## src/rtl/game_pkg.sv

```systemverilog
// Shared game constants and state encoding for the supervisor, bird and pipe blocks.
// Optional high-score tracking is controlled by GAME_HIGH_SCORE_EN.
package game_pkg;
  localparam logic [1:0] ST_IDLE = 2'd0;
  localparam logic [1:0] ST_PLAY = 2'd1;
  localparam logic [1:0] ST_DEAD = 2'd2;
  localparam logic [1:0] ST_OVER = 2'd3;

  localparam int GROUND_Y    = 668;
  localparam int BIRD_W      = 34;
  localparam int BIRD_H      = 35;
  localparam int PIPE_W      = 80;
  localparam int GAP_H       = 200;
  localparam int DEAD_FRAMES = 60;

  typedef enum logic [1:0] {
    S_IDLE = ST_IDLE,
    S_PLAY = ST_PLAY,
    S_DEAD = ST_DEAD,
    S_OVER = ST_OVER
  } state_e;

  // Digit-wise compare, most significant digit decides first.
  function automatic logic bcd_gt(input logic [11:0] a, input logic [11:0] b);
    logic res;
    logic done;
    res  = 1'b0;
    done = 1'b0;
    for (int i = 2; i >= 0; i--) begin
      if (!done && (a[i*4 +: 4] != b[i*4 +: 4])) begin
        res  = (a[i*4 +: 4] > b[i*4 +: 4]);
        done = 1'b1;
      end
    end
    return res;
  endfunction
endpackage

```

## src/rtl/game_state_ctrl_if.sv

```systemverilog
// Bird/pipe inputs and game status outputs of the game supervisor.
// GAME_HIGH_SCORE_EN adds the best_bcd signal.
interface game_state_ctrl_if;
  logic        frame_tick;
  logic        key_start;
  logic [11:0] bird_x;
  logic [11:0] bird_y;
  logic [11:0] pipe_x;
  logic [11:0] pipe_gap_y;
  logic        game_active;
  logic        game_over;
  logic [1:0]  state;
  logic        collide;
  logic [11:0] score_bcd;
`ifdef GAME_HIGH_SCORE_EN
  logic [11:0] best_bcd;
`endif

  modport master (
    output frame_tick, key_start, bird_x, bird_y, pipe_x, pipe_gap_y,
    input  game_active, game_over, state, collide, score_bcd
`ifdef GAME_HIGH_SCORE_EN
    , input best_bcd
`endif
  );

  modport slave (
    input  frame_tick, key_start, bird_x, bird_y, pipe_x, pipe_gap_y,
    output game_active, game_over, state, collide, score_bcd
`ifdef GAME_HIGH_SCORE_EN
    , output best_bcd
`endif
  );
endinterface

```

## src/rtl/bcd_counter3.sv

```systemverilog
// Three-digit BCD counter with synchronous clear and increment, saturating at 999.
module bcd_counter3 (
  input  logic        clk,
  input  logic        rst,
  input  logic        clr,
  input  logic        inc,
  output logic [11:0] q
);
  logic [11:0] q_nx;

  always_comb begin
    q_nx = q;
    if (q != 12'h999) begin
      if (q[3:0] != 4'd9) begin
        q_nx[3:0] = q[3:0] + 4'd1;
      end else begin
        q_nx[3:0] = 4'd0;
        if (q[7:4] != 4'd9) begin
          q_nx[7:4] = q[7:4] + 4'd1;
        end else begin
          q_nx[7:4]  = 4'd0;
          q_nx[11:8] = q[11:8] + 4'd1;
        end
      end
    end
  end

  always_ff @(posedge clk or posedge rst) begin
    if (rst)      q <= '0;
    else if (clr) q <= '0;
    else if (inc) q <= q_nx;
  end
endmodule

```

## src/rtl/game_state_ctrl.sv

```systemverilog
// Game supervisor: per-frame collision checks, BCD score and IDLE/PLAY/DEAD/OVER sequencing.
// Define GAME_HIGH_SCORE_EN to add best_bcd tracking.
module game_state_ctrl
  import game_pkg::*;
(
  input logic              clk,
  input logic              rst,
  game_state_ctrl_if.slave gif
);
  logic key_s1, key_s2, key_s3, key_edge;

  always_ff @(posedge clk or posedge rst) begin
    if (rst) begin
      key_s1 <= 1'b0;
      key_s2 <= 1'b0;
      key_s3 <= 1'b0;
    end else begin
      key_s1 <= gif.key_start;
      key_s2 <= key_s1;
      key_s3 <= key_s2;
    end
  end

  assign key_edge = key_s2 & ~key_s3;

  // All geometry sums carried in 13 bits so none of them can wrap.
  logic [12:0] bird_l, bird_r, bird_t, bird_b, pipe_l, pipe_r, gap_t, gap_b;
  logic        hit_ground, hit_ceil, hit_pipe, hit, cleared;

  assign bird_l = {1'b0, gif.bird_x};
  assign bird_r = bird_l + 13'(BIRD_W);
  assign bird_t = {1'b0, gif.bird_y};
  assign bird_b = bird_t + 13'(BIRD_H);
  assign pipe_l = {1'b0, gif.pipe_x};
  assign pipe_r = pipe_l + 13'(PIPE_W);
  assign gap_t  = {1'b0, gif.pipe_gap_y};
  assign gap_b  = gap_t + 13'(GAP_H);

  assign hit_ground = (bird_b >= 13'(GROUND_Y));
  assign hit_ceil   = (gif.bird_y == 12'd0);
  assign hit_pipe   = (bird_r > pipe_l) && (bird_l < pipe_r) &&
                      ((bird_t < gap_t) || (bird_b > gap_b));
  assign hit        = hit_ground | hit_ceil | hit_pipe;
  assign cleared    = (pipe_r < bird_l);

  state_e      state_q, state_d;
  logic [5:0]  dead_q, dead_d;
  logic        passed_q, passed_d;
  logic        score_clr, score_inc, collide_d;
  logic        active_q, over_q, collide_q;
  logic [11:0] score;

  always_comb begin
    state_d   = state_q;
    dead_d    = dead_q;
    passed_d  = passed_q;
    score_clr = 1'b0;
    score_inc = 1'b0;
    collide_d = 1'b0;
    case (state_q)
      S_IDLE: if (key_edge) begin
        state_d   = S_PLAY;
        score_clr = 1'b1;
        passed_d  = 1'b0;
      end
      S_PLAY: if (gif.frame_tick) begin
        if (hit) begin
          state_d   = S_DEAD;
          collide_d = 1'b1;
          dead_d    = '0;
        end else if (cleared) begin
          if (!passed_q) begin
            score_inc = 1'b1;
            passed_d  = 1'b1;
          end
        end else begin
          passed_d = 1'b0;
        end
      end
      S_DEAD: if (gif.frame_tick) begin
        if (dead_q == 6'(DEAD_FRAMES - 1)) begin
          state_d = S_OVER;
          dead_d  = '0;
        end else begin
          dead_d = dead_q + 6'd1;
        end
      end
      S_OVER: if (key_edge) state_d = S_IDLE;
      default: state_d = S_IDLE;
    endcase
  end

  always_ff @(posedge clk or posedge rst) begin
    if (rst) begin
      state_q   <= S_IDLE;
      dead_q    <= '0;
      passed_q  <= 1'b0;
      active_q  <= 1'b0;
      over_q    <= 1'b0;
      collide_q <= 1'b0;
    end else begin
      state_q   <= state_d;
      dead_q    <= dead_d;
      passed_q  <= passed_d;
      active_q  <= (state_d == S_PLAY);
      over_q    <= (state_d == S_OVER);
      collide_q <= collide_d;
    end
  end

  bcd_counter3 u_score (
    .clk (clk),
    .rst (rst),
    .clr (score_clr),
    .inc (score_inc),
    .q   (score)
  );

  assign gif.state       = state_q;
  assign gif.game_active = active_q;
  assign gif.game_over   = over_q;
  assign gif.collide     = collide_q;
  assign gif.score_bcd   = score;

`ifdef GAME_HIGH_SCORE_EN
  logic [11:0] best_q;

  // Score is frozen in DEAD, so the value at OVER entry is the final score.
  always_ff @(posedge clk or posedge rst) begin
    if (rst) best_q <= '0;
    else if (state_q == S_DEAD && state_d == S_OVER && bcd_gt(score, best_q))
      best_q <= score;
  end

  assign gif.best_bcd = best_q;
`endif
endmodule

```

## src/flat_wrapper.sv

```systemverilog
// flat-port wrapper written by rule: the top's interface ports become plain ports
module game_state_ctrl_flat import game_pkg::*;
  (clk, rst, gif_frame_tick, gif_key_start, gif_bird_x, gif_bird_y, gif_pipe_x, gif_pipe_gap_y, gif_game_active, gif_game_over, gif_state, gif_collide, gif_score_bcd);
  game_state_ctrl_if gif_i ();
  input logic clk;
  input logic rst;
  input wire logic [$bits(gif_i.frame_tick)-1:0] gif_frame_tick;
  input wire logic [$bits(gif_i.key_start)-1:0] gif_key_start;
  input wire logic [$bits(gif_i.bird_x)-1:0] gif_bird_x;
  input wire logic [$bits(gif_i.bird_y)-1:0] gif_bird_y;
  input wire logic [$bits(gif_i.pipe_x)-1:0] gif_pipe_x;
  input wire logic [$bits(gif_i.pipe_gap_y)-1:0] gif_pipe_gap_y;
  output wire logic [$bits(gif_i.game_active)-1:0] gif_game_active;
  output wire logic [$bits(gif_i.game_over)-1:0] gif_game_over;
  output wire logic [$bits(gif_i.state)-1:0] gif_state;
  output wire logic [$bits(gif_i.collide)-1:0] gif_collide;
  output wire logic [$bits(gif_i.score_bcd)-1:0] gif_score_bcd;
  assign gif_i.frame_tick = gif_frame_tick;
  assign gif_i.key_start = gif_key_start;
  assign gif_i.bird_x = gif_bird_x;
  assign gif_i.bird_y = gif_bird_y;
  assign gif_i.pipe_x = gif_pipe_x;
  assign gif_i.pipe_gap_y = gif_pipe_gap_y;
  assign gif_game_active = gif_i.game_active;
  assign gif_game_over = gif_i.game_over;
  assign gif_state = gif_i.state;
  assign gif_collide = gif_i.collide;
  assign gif_score_bcd = gif_i.score_bcd;
  game_state_ctrl u_core (.clk(clk), .rst(rst), .gif(gif_i));
endmodule
```

## config.mk

```make
export PLATFORM = sky130hd
export DESIGN_NAME = game_state_ctrl_flat
export DESIGN_NICKNAME = d
export VERILOG_FILES = /design/src/rtl/game_pkg.sv /design/src/rtl/game_state_ctrl_if.sv /design/src/rtl/bcd_counter3.sv /design/src/rtl/game_state_ctrl.sv /design/src/flat_wrapper.sv
export SDC_FILE = /design/constraint.sdc
export NUM_CORES = 1
export LEC_CHECK = 0
export CORE_MARGIN = 10
export CORE_UTILIZATION = 45
export CTS_BUF_LIST = sky130_fd_sc_hd__clkbuf_2
export CTS_CLUSTER_DIAMETER = 100
export DETAILED_ROUTE_END_ITERATION = 12
export GPL_TIMING_DRIVEN = 0
export PLACE_DENSITY = 0.81
export RECOVER_POWER = 25
export SLEW_MARGIN = 10
export SYNTH_ARGS = -nofsm -noshare
export SYNTH_HDL_FRONTEND = slang
export SYNTH_SLANG_ARGS = --single-unit
```

## constraint.sdc

```tcl
create_clock -name clk -period 3.16 [get_ports clk]
set_clock_uncertainty 0.15 [all_clocks]
set_input_delay 0.632 -clock clk [delete_from_list [all_inputs] [get_ports clk]]
set_output_delay 0.632 -clock clk [all_outputs]
set_load 0.02 [all_outputs]
```

Word-level counts from Yosys, hierarchy flattened
Cells that the tools add are included.
{"block": "totals", "wordCells": 94, "out_inout_bits": 17, "input_bits": 52, "reg_bits": 27}
{"block": "op_classes", "add_sub_neg": 8, "bitwise_logic": 4, "reduce_logical": 14, "mux": 34, "eq_ne": 16, "magnitude_cmp": 6}
{"cell": "12-bit two-way mux", "count": 3}
{"cell": "12-bit by 6-bit adder with 13-bit output, second input constant", "count": 2}
{"cell": "6-bit two-way mux", "count": 4}
{"cell": "1-bit two-way mux", "count": 14}
{"cell": "12-bit by 7-bit adder with 13-bit output, second input constant", "count": 1}
{"cell": "12-bit by 8-bit adder with 13-bit output, second input constant", "count": 1}
{"cell": "13-bit by 10-bit >= comparator with 1-bit output, second input constant", "count": 1}
{"cell": "13-bit by 12-bit greater-than comparator with 1-bit output", "count": 1}
{"cell": "13-bit greater-than comparator", "count": 1}
{"cell": "12-bit by 13-bit less-than comparator with 1-bit output", "count": 1}
{"cell": "13-bit by 12-bit less-than comparator with 1-bit output", "count": 1}
{"cell": "4-bit by 1-bit adder with 4-bit output, second input constant", "count": 3}
{"cell": "12-bit logical NOT", "count": 1}
{"cell": "12-bit less-than comparator", "count": 1}
{"cell": "2-bit two-way mux", "count": 6}
{"cell": "4-bit two-way mux", "count": 3}
{"cell": "12-bit != test, second input constant", "count": 1}
{"cell": "6-bit case mux with 2 select lines", "count": 1}
{"cell": "4-bit AND reduction", "count": 3}
{"cell": "8-bit two-way mux", "count": 1}
{"cell": "2-bit by 1-bit != test with 1-bit output, second input constant", "count": 4}
{"cell": "4-bit != test, second input constant", "count": 2}
{"cell": "2-bit case mux with 4 select lines", "count": 1}
{"cell": "2-bit nonzero test", "count": 4}
{"cell": "other kinds (14)", "count": 21}

Logic depth before layout (Yosys ltp)
Gate-level depths: netlist (run 1).
{"block": "depth", "depth_word": 10, "depth_mapped": 15, "depth_no_buf": 15}

Hierarchy
Synthesis (run 1) repeated with hierarchy kept, for this count alone.
{"block": "hier_totals", "cells_unflattened": 433, "area_unflattened_um2": 3582.2}
{"module": "game_state_ctrl", "area_per_inst_um2": 2820.2, "cells_per_inst": 354, "instances": 1, "seq_area_each_um2": 375.4}
{"module": "bcd_counter3", "area_per_inst_um2": 762.0, "cells_per_inst": 79, "instances": 1, "seq_area_each_um2": 300.3}

Worst setup path after synthesis (run 1)
OpenSTA, ideal clock, no wires.
{"block": "synth_timing", "path_type": "input to register", "startpoint": "in gif_bird_y[0]", "endpoint": "reg u_core.dead_q[2]", "path_buffers": 0, "setup_slack_ns": -0.451, "cell_stages": 15, "t_arrival_ns": 3.319, "setup_ns": 0.142, "t_required_ns": 2.868, "path_cell_list": "inv_1 -> ha_1 -> and4b_1 -> or2_2 -> xor2_1 -> ha_1 -> a211o_1 -> nor2_1 -> nor3_1 -> a21oi_1 -> maj3_1 -> o21ai_0 -> a21boi_0 -> nor3_1 -> a211oi_1"}
{"block": "synth_between", "elab_chain_cells": 7, "elab_cells_between_ends": 11, "cone_classes": "add/sub (1); order compare (3); eq/ne (1); bitwise (2); reduce/logical (4)"}
{"element": "from (decl)", "line_no": "flat_wrapper.sv:10", "text": "input wire logic [$bits(gif_i.bird_y)-1:0] gif_bird_y;"}
{"element": "12-bit by 6-bit adder with 13-bit output", "line_no": "game_state_ctrl.sv:33", "text": "assign bird_b = bird_t + 13'(BIRD_H);"}
{"element": "13-bit greater-than comparator", "line_no": "game_state_ctrl.sv:42", "text": "((bird_t < gap_t) || (bird_b > gap_b));"}
{"element": "1-bit logical OR", "line_no": "game_state_ctrl.sv:42"}
{"element": "1-bit logical AND", "line_no": "game_state_ctrl.sv:41", "text": "assign hit_pipe = (bird_r > pipe_l) && (bird_l < pipe_r) &&"}
{"element": "1-bit bitwise OR *", "line_no": "game_state_ctrl.sv:43", "text": "assign hit = hit_ground | hit_ceil | hit_pipe;"}
{"element": "2-bit by 1-bit != test with 1-bit output (no line) *"}
{"element": "4-bit AND reduction (no line) *"}
{"element": "to (signal assigned)", "line_no": "game_state_ctrl.sv:96", "text": "dead_q <= '0;"}
{"element": "to (signal assigned)", "line_no": "game_state_ctrl.sv:103", "text": "dead_q <= dead_d;"}
{"element": "to (decl)", "line_no": "game_state_ctrl.sv:47", "text": "logic [5:0] dead_q, dead_d;"}
Every way passes the cells marked *; elsewhere a longest branch is shown, timed or not.
A chain may end at the register's enable or synchronous reset.

Final worst setup path (run 1)
{"block": "layout_timing", "startpoint": "in gif_bird_y[1]", "endpoint": "reg u_core.state_q[0] (netlist: u_core.gif.state[0])"}
{"block": "layout_between", "elab_chain_cells": 8, "elab_cells_between_ends": 12, "cone_classes": "add/sub (1); order compare (3); mux (3); bitwise (2); reduce/logical (3)"}
{"element": "12-bit by 6-bit adder with 13-bit output", "line_no": "game_state_ctrl.sv:33"}
{"element": "13-bit greater-than comparator", "line_no": "game_state_ctrl.sv:42"}
{"element": "1-bit logical OR", "line_no": "game_state_ctrl.sv:42"}
{"element": "1-bit logical AND", "line_no": "game_state_ctrl.sv:41"}
{"element": "1-bit bitwise OR *", "line_no": "game_state_ctrl.sv:43"}
{"element": "2-bit two-way mux *", "line_no": "game_state_ctrl.sv:67", "text": "if (hit) begin"}
{"element": "2-bit two-way mux *", "line_no": "game_state_ctrl.sv:66", "text": "S_PLAY: if (gif.frame_tick) begin"}
{"element": "2-bit case mux with 4 select lines *", "line_no": "game_state_ctrl.sv:60", "text": "case (state_q)"}
{"element": "net u_core.state_d[0]", "line_no": "game_state_ctrl.sv:46", "text": "state_e state_q, state_d;"}
{"element": "to (signal assigned)", "line_no": "game_state_ctrl.sv:102", "text": "state_q <= state_d;"}
{"element": "to (decl)", "line_no": "game_state_ctrl.sv:46"}
The timed path passes the listed nets; every way through them passes the cells marked *.

==> reports/summary.json, run 1 <==
{
  "result_of_the_run": {"value": "finished clean"},
  "root_buffer": {"value": "sky130_fd_sc_hd__clkbuf_2"},
  "cap_viol_max_count": {"value": 0},
  "synthFlopType": {"value": "sky130_fd_sc_hd__dfrtp_1"},
  "clk-insertion-delay-late": {"value": 390, "unit": "ps"},
  "place_worst_setup_slack": {"value": -1230, "unit": "ps"},
  "path_class": {"value": "primary input to flip-flop"},
  "global_route.usage.total": {"value": 0.160},
  "vias_per_cell": {"value": 5.64},
  "cts_max_path_buffers": {"value": 2},
  "async_flop_share": {"value": 1.00},
  "drv_slew": {"value": 0},
  "mappedNetlistNets": {"value": 523},
  "cts_max_level": {"value": 1},
  "floorplan.initialDensity": {"value": 0.465},
  "layout_setup_ws": {"value": 19.9, "unit": "ps"},
  "fraction_of_the_cycle_the_final_worst_path_needs": {"value": 0.994},
  "timing.hold.worst.start": {"value": "u_core.key_s1$_DFF_PP0_"},
  "achievable-frequency": {"value": 0.318, "unit": "GHz"},
  "num-nets-final": {"value": 624},
  "grt_max_degree": {"value": 28},
  "placed_cells": {"value": 581},
  "postRouteWirelength": {"value": 9.86, "unit": "mm"},
  "relSlewSlack": {"value": 0.306},
  "drt.antenna.violating_nets": {"value": 0},
  "buffer_ports.inserted": {"value": 68},
  "fillers": {"value": 595},
  "finalHoldViolations": {"value": 0},
  "grt.overflow.total": {"value": 0},
  "dr_iter_0_viols": {"value": 93},
  "rsz0062_at_grt": {"value": "yes"},
  "crit_arrival": {"value": 3320, "unit": "ps"},
  "drive_above_1_share": {"value": 0.222},
  "synth-warning-count": {"value": 0},
  "drt_pass1_iterations": {"value": 5},
  "first_global_vias": {"value": 3463},
  "cts-buffers-inserted": {"value": 3},
  "ys_ff_latch": {"value": 27},
  "min_period": {"value": 3140, "unit": "ps"},
  "hold_buffers": {"value": 0},
  "worst_slew_pin_slew": {"value": 1040, "unit": "ps"},
  "post_cts_clock_slew_at_the_launch_and_capture_registers_of_the_worst_setup_and_hold_paths": {"value": 240, "unit": "ps"},
  "dieHeight": {"value": 107, "unit": "um"},
  "post-route-drc-count": {"value": 0},
  "cp_max_fo": {"value": 5},
  "setup_viol": {"value": 0},
  "timing.rr.start": {"value": "u_core.gif.state[0]$_DFF_PP0_"},
  "grt_pass1_wl": {"value": 15.8, "unit": "mm"},
  "static-leakage-power": {"value": 0.00216, "unit": "uW"},
  "grt_antenna_before_repair": {"value": 0},
  "detailed_place_hpwl": {"value": 7.36, "unit": "mm"},
  "tritoncts_num_sinks": {"value": 27},
  "critical_path.cell_chain": {"value": "buf_12 -> inv_12 -> ha_4 -> and4b_2 -> or2_4 -> xor2_1 -> ha_1 -> a211o_1 -> nor2_1 -> o21ai_1 -> a21oi_2 -> maj3_2 -> o21ai_4 -> a21boi_4 -> buf_6 -> nor2_4 -> o21ai_2"},
  "synth.avg_cell_area": {"value": 8.19, "unit": "sq um"},
  "vdd.ir_drop.worst": {"value": 0.195, "unit": "mV"},
  "report.power.total": {"value": 1540, "unit": "uW"},
  "hold_class": {"value": "flip-flop to flip-flop"},
  "post_synth_num_cell_types": {"value": 61},
  "critical_path.startpoint": {"value": "gif_bird_y[1]"},
  "num_vias": {"value": 3456},
  "floorplan.core_area": {"value": 7290, "unit": "sq um"},
  "io_pins": {"value": 69},
  "crit_path_start_kind": {"value": "primary input"},
  "die_w": {"value": 107, "unit": "um"},
  "critPathRequiredTime": {"value": 3340, "unit": "ps"},
  "slowest_delay": {"value": 320, "unit": "ps"},
  "post_synth_inst_count": {"value": 414},
  "clock_tree_from_tritoncts": {"value": "built"},
  "syn2layout_area_growth": {"value": 41.6, "unit": "%"},
  "synth_edf_count": {"value": 0},
  "synth.cell_area": {"value": 3390, "unit": "sq um"},
  "final_cells": {"value": 613},
  "power.density": {"value": 320, "unit": "nW/um^2"},
  "place_congestion": {"value": 0.860},
  "avgRoutedWirePerCell": {"value": 16.1, "unit": "um"},
  "num_antenna_cells": {"value": 0},
  "critPathSlowestCell": {"value": "sky130_fd_sc_hd__ha_1"},
  "num_rows": {"value": 31},
  "share_of_synthesized_area_occupied_by_flip_flops_and_latches": {"value": 0.199},
  "die-area": {"value": 11400, "unit": "sq um"},
  "timing.critical_path.to_type": {"value": "flip-flop"}
}
-- critical path: cells and delay by family --
kind | cells | cell delay, ps
compound gates | 6 | 970
fa+ha+maj | 3 | 670
simple gates | 4 | 600
buf+inv | 3 | 300
xor+xnor | 1 | 140
-- layout by cell type (no fill, tap or decap), types with 5 or more instances in the layout --
cell type                         synthesis  routed
sky130_fd_sc_hd__a21o_1                   6       6
sky130_fd_sc_hd__a21oi_1                 16      13
sky130_fd_sc_hd__buf_2                    4       8
sky130_fd_sc_hd__buf_4                    0      28
sky130_fd_sc_hd__clkbuf_2                 0       5
sky130_fd_sc_hd__clkdlybuf4s50_1          0      34
sky130_fd_sc_hd__dfrtp_1                 27      27
sky130_fd_sc_hd__dlygate4sd2_1            0      12
sky130_fd_sc_hd__ha_1                    57      53
sky130_fd_sc_hd__inv_1                   46      41
sky130_fd_sc_hd__nand2_1                 23      23
sky130_fd_sc_hd__nand2b_1                 7       7
sky130_fd_sc_hd__nand3_1                 22      21
sky130_fd_sc_hd__nand4_1                  6       6
sky130_fd_sc_hd__nor2_1                  30      24
sky130_fd_sc_hd__nor2b_1                  6       6
sky130_fd_sc_hd__nor3_1                  10       7
sky130_fd_sc_hd__o21ai_0                 22      15
sky130_fd_sc_hd__or3_1                    6       5
sky130_fd_sc_hd__xnor2_1                 22      21
sky130_fd_sc_hd__xor2_1                  12      11
-- report_power, final --
part           switching [uW]  total (uW)  internal [uW]
sequential               65.6         478            412
combinational             504         923            420
clock                     110         138           28.6
total                     679        1540            861
-- flip-flops by register name, indices dropped and copies added (netlist names) --
signal / flops
u_core.u_score.q: 12
u_core.dead_q: 6
u_core.gif.state: 2
u_core.gif.collide: 1
u_core.gif.game_active: 1
u_core.gif.game_over: 1
u_core.key_s1: 1
u_core.key_s2: 1
u_core.key_s3: 1
u_core.passed_q: 1
-- cells in the mapped netlist (3+ instances only) --
| master | instances | area share |
|---|---|---|
| sky130_fd_sc_hd__xnor2_1 | 22 | 0.057 |
| sky130_fd_sc_hd__nand4_1 | 6 | 0.011 |
| sky130_fd_sc_hd__nand2b_1 | 7 | 0.013 |
| sky130_fd_sc_hd__ha_1 | 57 | 0.21 |
| sky130_fd_sc_hd__a21oi_1 | 16 | 0.024 |
| sky130_fd_sc_hd__inv_1 | 46 | 0.051 |
| sky130_fd_sc_hd__a22oi_1 | 3 | 0.0066 |
| sky130_fd_sc_hd__o2111ai_1 | 4 | 0.010 |
| sky130_fd_sc_hd__nor4_1 | 8 | 0.015 |
| sky130_fd_sc_hd__dfrtp_1 | 27 | 0.20 |
| sky130_fd_sc_hd__clkbuf_1 | 3 | 0.0033 |
| sky130_fd_sc_hd__nor2b_1 | 6 | 0.011 |
| sky130_fd_sc_hd__or2_2 | 3 | 0.0055 |
| sky130_fd_sc_hd__nand2_1 | 23 | 0.025 |
| sky130_fd_sc_hd__xor2_1 | 12 | 0.031 |
| sky130_fd_sc_hd__o31ai_1 | 3 | 0.0066 |
| sky130_fd_sc_hd__o21ai_0 | 22 | 0.032 |
| sky130_fd_sc_hd__nor2_1 | 30 | 0.033 |
| sky130_fd_sc_hd__o211ai_1 | 4 | 0.0089 |
| sky130_fd_sc_hd__nand3_1 | 22 | 0.032 |
| sky130_fd_sc_hd__buf_2 | 4 | 0.0059 |
| sky130_fd_sc_hd__nor3b_1 | 3 | 0.0066 |
| sky130_fd_sc_hd__o21a_1 | 4 | 0.0089 |
| sky130_fd_sc_hd__a211o_1 | 3 | 0.0077 |
| sky130_fd_sc_hd__a31oi_1 | 3 | 0.0055 |
| sky130_fd_sc_hd__a211oi_1 | 8 | 0.018 |
| sky130_fd_sc_hd__or3_1 | 6 | 0.011 |
| sky130_fd_sc_hd__a21o_1 | 6 | 0.013 |
| sky130_fd_sc_hd__nor3_1 | 10 | 0.015 |
-- layer usage --
layer	vias up	global-route usage	wire, um
met3	21	0.0275	412
li1	1715	-	-
met4	0	0.0426	144
met2	90	0.297	5270
met1	1630	0.182	4040
met5	-	0	0
-- logic make-up (layout without fill, tap and decap cells) --
kind of cell,Yosys count,in the layout,synth area share
compound gates,99,99,0.205
simple gates,140,140,0.223
mux,1,1,0.00295
xor+xnor,35,35,0.0926
fa+ha+maj,58,58,0.213
flops,27,27,0.199
buf+inv,54,154,0.0634
-- path summary, 6_finish.rpt --
check,to,slack [ps],cells past startpoint
worst max-delay path,u_core.gif.state[0]$_DFF_PP0_,20,17
worst min register to register,u_core.key_s2$_DFF_PP0_,240,0
max in group asynchronous,u_core.dead_q[2]$_DFFE_PP0P_,1490,2
worst max register to register,u_core.u_score.q[6]$_DFFE_PP0P_,170,10
worst min-delay path,u_core.key_s2$_DFF_PP0_,240,0
min in group asynchronous,u_core.gif.state[1]$_DFF_PP0_,730,2
-- what timing repair did --
action,in CTS,in global routing
buffers inserted,16,13
setup endpoints to repair,20,12
resized for setup,117,37
hold endpoints to repair,0,0
pin swaps,32,24
-- stage by stage --
| stage | instance area [sq um] | hold WS, ps | setup TNS, ps | util |
|---|---|---|---|---|
| 3_5_place_dp | 4290 | 190 | -20290 | 0.589 |
| 4_1_cts | 4630 | 239 | -5.53 | 0.635 |
| 6_report | 4800 | 238 | 0 | 0.659 |
| 2_1_floorplan | 3490 | 181 | -511 | - |
| 5_1_grt | 4800 | 244 | -386 | 0.659 |
| 3_3_place_gp | 4290 | 183 | -18750 | 0.589 |
-- layout make-up --
type,instances,area [sq um],share of cell area
Clock buffer,3,15.0,0.00312
Sequential cell,27,676,0.141
Inverter,46,198,0.0411
Multi-Input combinational cell,333,2870,0.596
Clock inverter,1,5.00,0.00104
Tap cell,99,124,0.0258
Buffer,7,50.0,0.0104
Timing Repair Buffer,97,872,0.182
(Power assumes the default switching activity.)
==> run 2: changes to the inputs <==
SKIP_LAST_GASP = 1   (was not set)
clock period = 3.5 ns   (was 3.16 ns; I/O delays follow)
==> reports/summary.json, run 2 (synthesized netlist as in run 1, its figures left out) <==
{
  "floorplan.core_area": {"value": 7290, "unit": "sq um", "change": "unchanged"},
  "detailed_place_hpwl": {"value": 7.19, "unit": "mm", "change": "was 7.36 mm"},
  "crit_path_start_kind": {"value": "primary input", "change": "unchanged"},
  "cts_max_level": {"value": 1, "change": "unchanged"},
  "drv_slew": {"value": 0, "change": "unchanged"},
  "grt_antenna_before_repair": {"value": 0, "change": "unchanged"},
  "tritoncts_num_sinks": {"value": 27, "change": "unchanged"},
  "buffer_ports.inserted": {"value": 68, "change": "unchanged"},
  "postRouteWirelength": {"value": 9.18, "unit": "mm", "change": "was 9.86 mm"},
  "power.density": {"value": 289, "unit": "nW/um^2", "change": "was 320 nW/um^2"},
  "worst_slew_pin_slew": {"value": 1010, "unit": "ps", "change": "was 1040 ps"},
  "num_rows": {"value": 31, "change": "unchanged"},
  "crit_arrival": {"value": 3560, "unit": "ps", "change": "was 3320 ps"},
  "cp_max_fo": {"value": 5, "change": "unchanged"},
  "slowest_delay": {"value": 570, "unit": "ps", "change": "was 320 ps"},
  "hold_class": {"value": "flip-flop to flip-flop", "change": "unchanged"},
  "floorplan.initialDensity": {"value": 0.465, "change": "unchanged"},
  "cell_area_after_placement": {"value": 4210, "unit": "sq um", "change": "was 4290 sq um"},
  "place_worst_setup_slack": {"value": -1010, "unit": "ps", "change": "was -1230 ps"},
  "drt_pass1_iterations": {"value": 5, "change": "unchanged"},
  "root_buffer": {"value": "sky130_fd_sc_hd__clkbuf_2", "change": "unchanged"},
  "critPathSlowestCell": {"value": "sky130_fd_sc_hd__clkdlybuf4s50_1", "change": "was sky130_fd_sc_hd__ha_1"},
  "vias_per_cell": {"value": 5.64, "change": "about the same"},
  "grt.overflow.total": {"value": 0, "change": "unchanged"},
  "result_of_the_run": {"value": "finished clean", "change": "unchanged"},
  "first_global_vias": {"value": 3405, "change": "was 3463"},
  "cts_max_path_buffers": {"value": 2, "change": "unchanged"},
  "achievable-frequency": {"value": 0.289, "unit": "GHz"},
  "largest_register": {"value": "u_core.u_score.q", "change": "unchanged"},
  "critical_path.startpoint": {"value": "gif_pipe_gap_y[7]", "change": "was gif_bird_y[1]"},
  "place_congestion": {"value": 0.863, "change": "was 0.860"},
  "critical_path.cell_chain": {"value": "clkdlybuf4s50_1 -> inv_1 -> ha_4 -> a2111oi_4 -> nand4_1 -> a211oi_4 -> a311oi_1 -> a211oi_2 -> a21boi_2 -> buf_6 -> nor3_4 -> a211oi_2", "change": "was buf_12 -> inv_12 -> ha_4 -> and4b_2 -> or2_4 -> xor2_1 -> ha_1 -> a211o_1 -> nor2_1 -> o21ai_1 -> a21oi_2 -> maj3_2 -> o21ai_4 -> a21boi_4 -> buf_6 -> nor2_4 -> o21ai_2"},
  "grt_max_degree": {"value": 28, "change": "unchanged"},
  "io_pins": {"value": 69, "change": "unchanged"},
  "num-nets-final": {"value": 608, "change": "was 624"},
  "dr_iter_0_viols": {"value": 107, "change": "was 93"},
  "global_route.usage.total": {"value": 0.152, "change": "was 0.160"},
  "min_period": {"value": 3460, "unit": "ps"},
  "relSlewSlack": {"value": 0.329, "change": "was 0.306"},
  "finalHoldViolations": {"value": 0, "change": "unchanged"},
  "post_cts_clock_slew_at_the_launch_and_capture_registers_of_the_worst_setup_and_hold_paths": {"value": 230, "unit": "ps", "change": "was 240 ps"},
  "drt.antenna.violating_nets": {"value": 0, "change": "unchanged"},
  "clk-insertion-delay-late": {"value": 360, "unit": "ps", "change": "was 390 ps"},
  "timing.rr.start": {"value": "u_core.gif.state[0]$_DFF_PP0_", "change": "unchanged"},
  "layout.cells.most_common": {"value": "sky130_fd_sc_hd__ha_1", "change": "unchanged"},
  "critPathRequiredTime": {"value": 3600, "unit": "ps", "change": "was 3340 ps"},
  "path_class": {"value": "primary input to flip-flop", "change": "unchanged"},
  "grt_pass1_wl": {"value": 15.0, "unit": "mm", "change": "was 15.8 mm"},
  "layout_setup_ws": {"value": 39.7, "unit": "ps", "change": "was 19.9 ps"},
  "hold_buffers": {"value": 0, "change": "unchanged"},
  "timing.hold.worst.start": {"value": "u_core.key_s1$_DFF_PP0_", "change": "unchanged"},
  "dieHeight": {"value": 107, "unit": "um", "change": "unchanged"},
  "largest_register_ffs": {"value": 12, "change": "unchanged"},
  "final_core_util": {"value": 0.622, "change": "was 0.659"},
  "setup_viol": {"value": 0, "change": "unchanged"},
  "post-route-drc-count": {"value": 0, "change": "unchanged"},
  "cts-buffers-inserted": {"value": 3, "change": "unchanged"},
  "clock_tree_from_tritoncts": {"value": "built", "change": "unchanged"},
  "static-leakage-power": {"value": 0.00204, "unit": "uW", "change": "was 0.00216 uW"},
  "drive_above_1_share": {"value": 0.141, "change": "was 0.222"},
  "vdd.ir_drop.worst": {"value": 0.175, "unit": "mV", "change": "was 0.195 mV"},
  "num_vias": {"value": 3365, "change": "was 3456"},
  "avgRoutedWirePerCell": {"value": 15.4, "unit": "um", "change": "was 16.1 um"},
  "syn2layout_area_growth": {"value": 33.8, "unit": "%", "change": "was 41.6%"},
  "num_antenna_cells": {"value": 0, "change": "unchanged"},
  "layout.cells.most_common_list": {"value": "sky130_fd_sc_hd__ha_1 (52), sky130_fd_sc_hd__clkdlybuf4s50_1 (46), sky130_fd_sc_hd__inv_1 (42)", "change": "was sky130_fd_sc_hd__ha_1 (53), sky130_fd_sc_hd__inv_1 (41), sky130_fd_sc_hd__clkdlybuf4s50_1 (34)"},
  "die_w": {"value": 107, "unit": "um", "change": "unchanged"},
  "die-area": {"value": 11400, "unit": "sq um", "change": "unchanged"},
  "cap_viol_max_count": {"value": 0, "change": "unchanged"},
  "fraction_of_the_cycle_the_final_worst_path_needs": {"value": 0.989},
  "fin_area": {"value": 4540, "unit": "sq um", "change": "was 4800 sq um"},
  "timing.critical_path.to_type": {"value": "flip-flop", "change": "unchanged"},
  "critical-path-top-cell-by-count": {"value": "sky130_fd_sc_hd__a211oi_2"}
}
==> run 2: where the power goes <==
part,total (uW),internal (uW),switching [uW]
clock,121,30.1,90.8
sequential,430,372,57.9
combinational,761,345,416
==> run 2: final timing paths <==
path / to / slack, ps / cells after the start
hold reg to reg: u_core.key_s2$_DFF_PP0_ / 230 / 0
min in group asynchronous: u_core.u_score.q[1]$_DFFE_PP0P_ / 820 / 2
max in group asynchronous: u_core.dead_q[0]$_DFFE_PP0P_ / 1780 / 2
setup reg to reg: u_core.u_score.q[6]$_DFFE_PP0P_ / 490 / 10
setup / recovery: u_core.dead_q[2]$_DFFE_PP0P_ / 40 / 12
hold / removal: u_core.key_s2$_DFF_PP0_ / 230 / 0
==> run 2: metal layers <==
layer | GRT usage | vias to the layer above | share of wire
met3 | 0.0269 | 12 | 0.039
met5 | 0 | - | 0
met4 | 0.0319 | 0 | 0.017
li1 | - | 1682 | -
met1 | 0.176 | 1591 | 0.43
met2 | 0.283 | 80 | 0.51
==> run 2: cell type report <==
class / count / area (sq um)
Buffer: 8 / 55.1
Multi-Input combinational cell: 333 / 2740
Fill cell: 663 / 2760
Timing Repair Buffer: 80 / 746
Sequential cell: 27 / 676
Tap cell: 99 / 124
Inverter: 46 / 173
Clock buffer: 4 / 20.0
==> run 2: what timing repair did <==
action                                  CTS  global route
resized for setup                        57            26
buffers inserted                         10             2
endpoints found under the setup margin   15            13
pin swaps                                15            11
==> run 2: per-stage QoR <==
stage          TNS, ps  hold slack, ps  power [uW]  instances
6_report             0             230        1310        597
5_1_grt           -190             242        1420        597
4_1_cts          -1.52             234        1290        595
3_5_place_dp    -14540             186        1120        581
3_3_place_gp    -12450             182        1090        581
2_1_floorplan    -7.58             181         877        414
==> run 2: worst max-delay path: cells and delay by family <==
| family | cells | cell delay [ps] |
|---|---|---|
| AOI/OAI and AO/OA | 6 | 1290 |
| adders and majority gates | 1 | 270 |
| buffers and inverters | 3 | 830 |
| and+or+nand+nor | 2 | 470 |
==> run 3: changes to the inputs <==
CORE_ASPECT_RATIO = 1.25   (was not set)
==> reports/summary.json, run 3 (synthesized netlist as in run 1, its figures left out) <==
{
  "final_cells": {"value": 590, "change": "was 597"},
  "tritoncts_num_sinks": {"value": 27, "change": "unchanged"},
  "report.power.total": {"value": 1320, "unit": "uW", "change": "was 1310 uW"},
  "place_congestion": {"value": 0.919, "change": "was 0.863"},
  "finalHoldViolations": {"value": 0, "change": "unchanged"},
  "first_global_vias": {"value": 3342, "change": "was 3405"},
  "hold_buffers": {"value": 0, "change": "unchanged"},
  "cp_max_fo": {"value": 5, "change": "unchanged"},
  "dr_iter_0_viols": {"value": 105, "change": "was 107"},
  "largest_register_ffs": {"value": 12, "change": "unchanged"},
  "buffer_ports.inserted": {"value": 68, "change": "unchanged"},
  "layout.cells.most_common": {"value": "sky130_fd_sc_hd__ha_1", "change": "unchanged"},
  "die_w": {"value": 97.7, "unit": "um", "change": "was 107 um"},
  "critPathRequiredTime": {"value": 3710, "unit": "ps", "change": "was 3600 ps"},
  "timing.hold.worst.start": {"value": "u_core.key_s1$_DFF_PP0_", "change": "unchanged"},
  "dieHeight": {"value": 117, "unit": "um", "change": "was 107 um"},
  "relSlewSlack": {"value": 0.322, "change": "was 0.329"},
  "placed_cells": {"value": 574, "change": "was 581"},
  "cts_max_path_buffers": {"value": 2, "change": "unchanged"},
  "fraction_of_the_cycle_the_final_worst_path_needs": {"value": 0.982, "change": "was 0.989"},
  "post-route-drc-count": {"value": 0, "change": "unchanged"},
  "timing.rr.start": {"value": "u_core.gif.state[0]$_DFF_PP0_", "change": "unchanged"},
  "clk-insertion-delay-late": {"value": 380, "unit": "ps", "change": "was 360 ps"},
  "grt_antenna_before_repair": {"value": 0, "change": "unchanged"},
  "drt.antenna.violating_nets": {"value": 0, "change": "unchanged"},
  "static-leakage-power": {"value": 0.00212, "unit": "uW", "change": "was 0.00204 uW"},
  "post_cts_clock_slew_at_the_launch_and_capture_registers_of_the_worst_setup_and_hold_paths": {"value": 280, "unit": "ps", "change": "was 230 ps"},
  "path_class": {"value": "primary input to flip-flop", "change": "unchanged"},
  "drv_slew": {"value": 0, "change": "unchanged"},
  "grt_max_degree": {"value": 28, "change": "unchanged"},
  "achievable-frequency": {"value": 0.291, "unit": "GHz", "change": "was 0.289 GHz"},
  "grt.overflow.total": {"value": 0, "change": "unchanged"},
  "drive_above_1_share": {"value": 0.145, "change": "was 0.141"},
  "grt_pass1_wl": {"value": 14.9, "unit": "mm", "change": "was 15.0 mm"},
  "drt_pass1_iterations": {"value": 4, "change": "was 5"},
  "setup_viol": {"value": 0, "change": "unchanged"},
  "hold_class": {"value": "flip-flop to flip-flop", "change": "unchanged"},
  "num_rows": {"value": 35, "change": "was 31"},
  "timing.reg2reg.setup_slack": {"value": 370, "unit": "ps", "change": "was 490 ps"},
  "io_pins": {"value": 69, "change": "unchanged"},
  "layout.cells.most_common_list": {"value": "sky130_fd_sc_hd__ha_1 (52), sky130_fd_sc_hd__inv_1 (43), sky130_fd_sc_hd__clkdlybuf4s50_1 (39)", "change": "was sky130_fd_sc_hd__ha_1 (52), sky130_fd_sc_hd__clkdlybuf4s50_1 (46), sky130_fd_sc_hd__inv_1 (42)"},
  "avgRoutedWirePerCell": {"value": 16.3, "unit": "um", "change": "was 15.4 um"},
  "clock_tree_from_tritoncts": {"value": "built", "change": "unchanged"},
  "root_buffer": {"value": "sky130_fd_sc_hd__clkbuf_2", "change": "unchanged"},
  "worst_slew_pin_slew": {"value": 1020, "unit": "ps", "change": "was 1010 ps"},
  "cap_viol_max_count": {"value": 0, "change": "unchanged"},
  "critical_path.startpoint": {"value": "gif_bird_x[2]", "change": "was gif_pipe_gap_y[7]"},
  "vdd.ir_drop.worst": {"value": 0.208, "unit": "mV", "change": "was 0.175 mV"},
  "num_antenna_cells": {"value": 0, "change": "unchanged"},
  "min_period": {"value": 3440, "unit": "ps", "change": "was 3460 ps"},
  "floorplan.initialDensity": {"value": 0.461, "change": "was 0.465"},
  "syn2layout_area_growth": {"value": 34.6, "unit": "%", "change": "was 33.8%"},
  "vias_per_cell": {"value": 5.79, "change": "was 5.64"},
  "floorplan.core_area": {"value": 7360, "unit": "sq um", "change": "was 7290 sq um"},
  "global_route.usage.total": {"value": 0.150, "change": "was 0.152"},
  "timing.hold.worst_path_depth": {"value": 0, "change": "unchanged"},
  "num_vias": {"value": 3418, "change": "was 3365"},
  "largest_register": {"value": "u_core.u_score.q", "change": "unchanged"},
  "num-nets-final": {"value": 608, "change": "unchanged"},
  "postRouteWirelength": {"value": 9.60, "unit": "mm", "change": "was 9.18 mm"},
  "result_of_the_run": {"value": "finished clean", "change": "unchanged"},
  "r2r-end": {"value": "u_core.u_score.q[6]$_DFFE_PP0P_", "change": "unchanged"},
  "cts_max_level": {"value": 1, "change": "unchanged"},
  "reg2regPathDepth": {"value": 10, "change": "unchanged"},
  "crit_arrival": {"value": 3650, "unit": "ps", "change": "was 3560 ps"},
  "power.density": {"value": 290, "unit": "nW/um^2", "change": "was 289 nW/um^2"},
  "timing.critical_path.to_type": {"value": "flip-flop", "change": "unchanged"},
  "die-area": {"value": 11400, "unit": "sq um", "change": "about the same"},
  "crit_path_start_kind": {"value": "primary input", "change": "unchanged"},
  "min_to": {"value": "u_core.key_s2$_DFF_PP0_", "change": "unchanged"},
  "cts-buffers-inserted": {"value": 3, "change": "unchanged"},
  "detailed_place_hpwl": {"value": 7.20, "unit": "mm", "change": "was 7.19 mm"}
}
[run 3: cell count changes in the layout (fill, tap and decap cells not counted), sizes merged]
cell / change
buf: -1
dlymetal6s2s: +9
clkinvlp: +1
clkbuf: -1
clkdlybuf4s50: -7
dlygate4sd2: -2
clkdlybuf4s15: +1
[run 3: worst max-delay path: stages]
cell and delay, ps:
sky130_fd_sc_hd__dlygate4sd2_1 310, sky130_fd_sc_hd__ha_4 210, sky130_fd_sc_hd__a31oi_4 190, sky130_fd_sc_hd__nor2_1 80, sky130_fd_sc_hd__xor2_1 150, sky130_fd_sc_hd__ha_1 350
sky130_fd_sc_hd__nand3_2 140, sky130_fd_sc_hd__nor2_1 190, sky130_fd_sc_hd__a2111oi_2 80, sky130_fd_sc_hd__a211oi_2 220, sky130_fd_sc_hd__o22ai_1 110, sky130_fd_sc_hd__a211oi_2 350
sky130_fd_sc_hd__a21boi_4 140, sky130_fd_sc_hd__nor3_4 270, sky130_fd_sc_hd__buf_4 150
[run 3: repair_timing]
item,4_1_cts,5_1_grt
gates resized for setup,42,49
buffers inserted,4,8
endpoints found under the setup margin,14,13
pin swaps,10,19
gates cloned,0,0
[run 3: layout make-up]
type | count | area (sq um)
clock buffer | 3 | 15.0
timing repair buffer | 80 | 772
sequential | 27 | 676
buffer | 8 | 51.3
tap | 92 | 115
multi-input combinational | 333 | 2760
inverter | 46 | 173
clock inverter | 1 | 7.51
fill | 613 | 2790
[run 3: per-stage QoR]
step / setup TNS (ps) / setup WS (ps) / cell area [sq um] / util / hold WS (ps)
6_report: 0 / 61.4 / 4560 / 0.620 / 240
5_1_grt: -188 / -57.2 / 4560 / 0.620 / 253
4_1_cts: -11.3 / -11.3 / 4350 / 0.592 / 242
3_5_place_dp: -13160 / -985 / 4200 / 0.571 / 186
3_3_place_gp: -12650 / -939 / 4200 / 0.571 / 185
2_1_floorplan: -7.58 / -7.58 / 3400 / - / 181
[run 3: worst max path at each step]
stage | endpoint
final | u_core.gif.collide$_DFF_PP0_
after global routing | u_core.u_score.q[6]$_DFFE_PP0P_
after CTS | u_core.dead_q[2]$_DFFE_PP0P_
after detailed placement | u_core.dead_q[2]$_DFFE_PP0P_
after global placement | u_core.dead_q[2]$_DFFE_PP0P_
after floorplan | u_core.dead_q[2]$_DFFE_PP0P_
[run 3: per-layer routing]
metal	vias up	wire length, um	track usage
met5	-	0	0
met1	1612	3820	0.160
met2	100	5170	0.300
met3	21	440	0.0206
li1	1685	-	-
met4	0	175	0.0398
[run 3: report_power, final]
group	total [uW]	internal [uW]	leakage [uW]	switching, uW
registers	432	372	0.000351	59.4
clock network	129	26.4	0.0000126	103
logic	764	347	0.00176	418
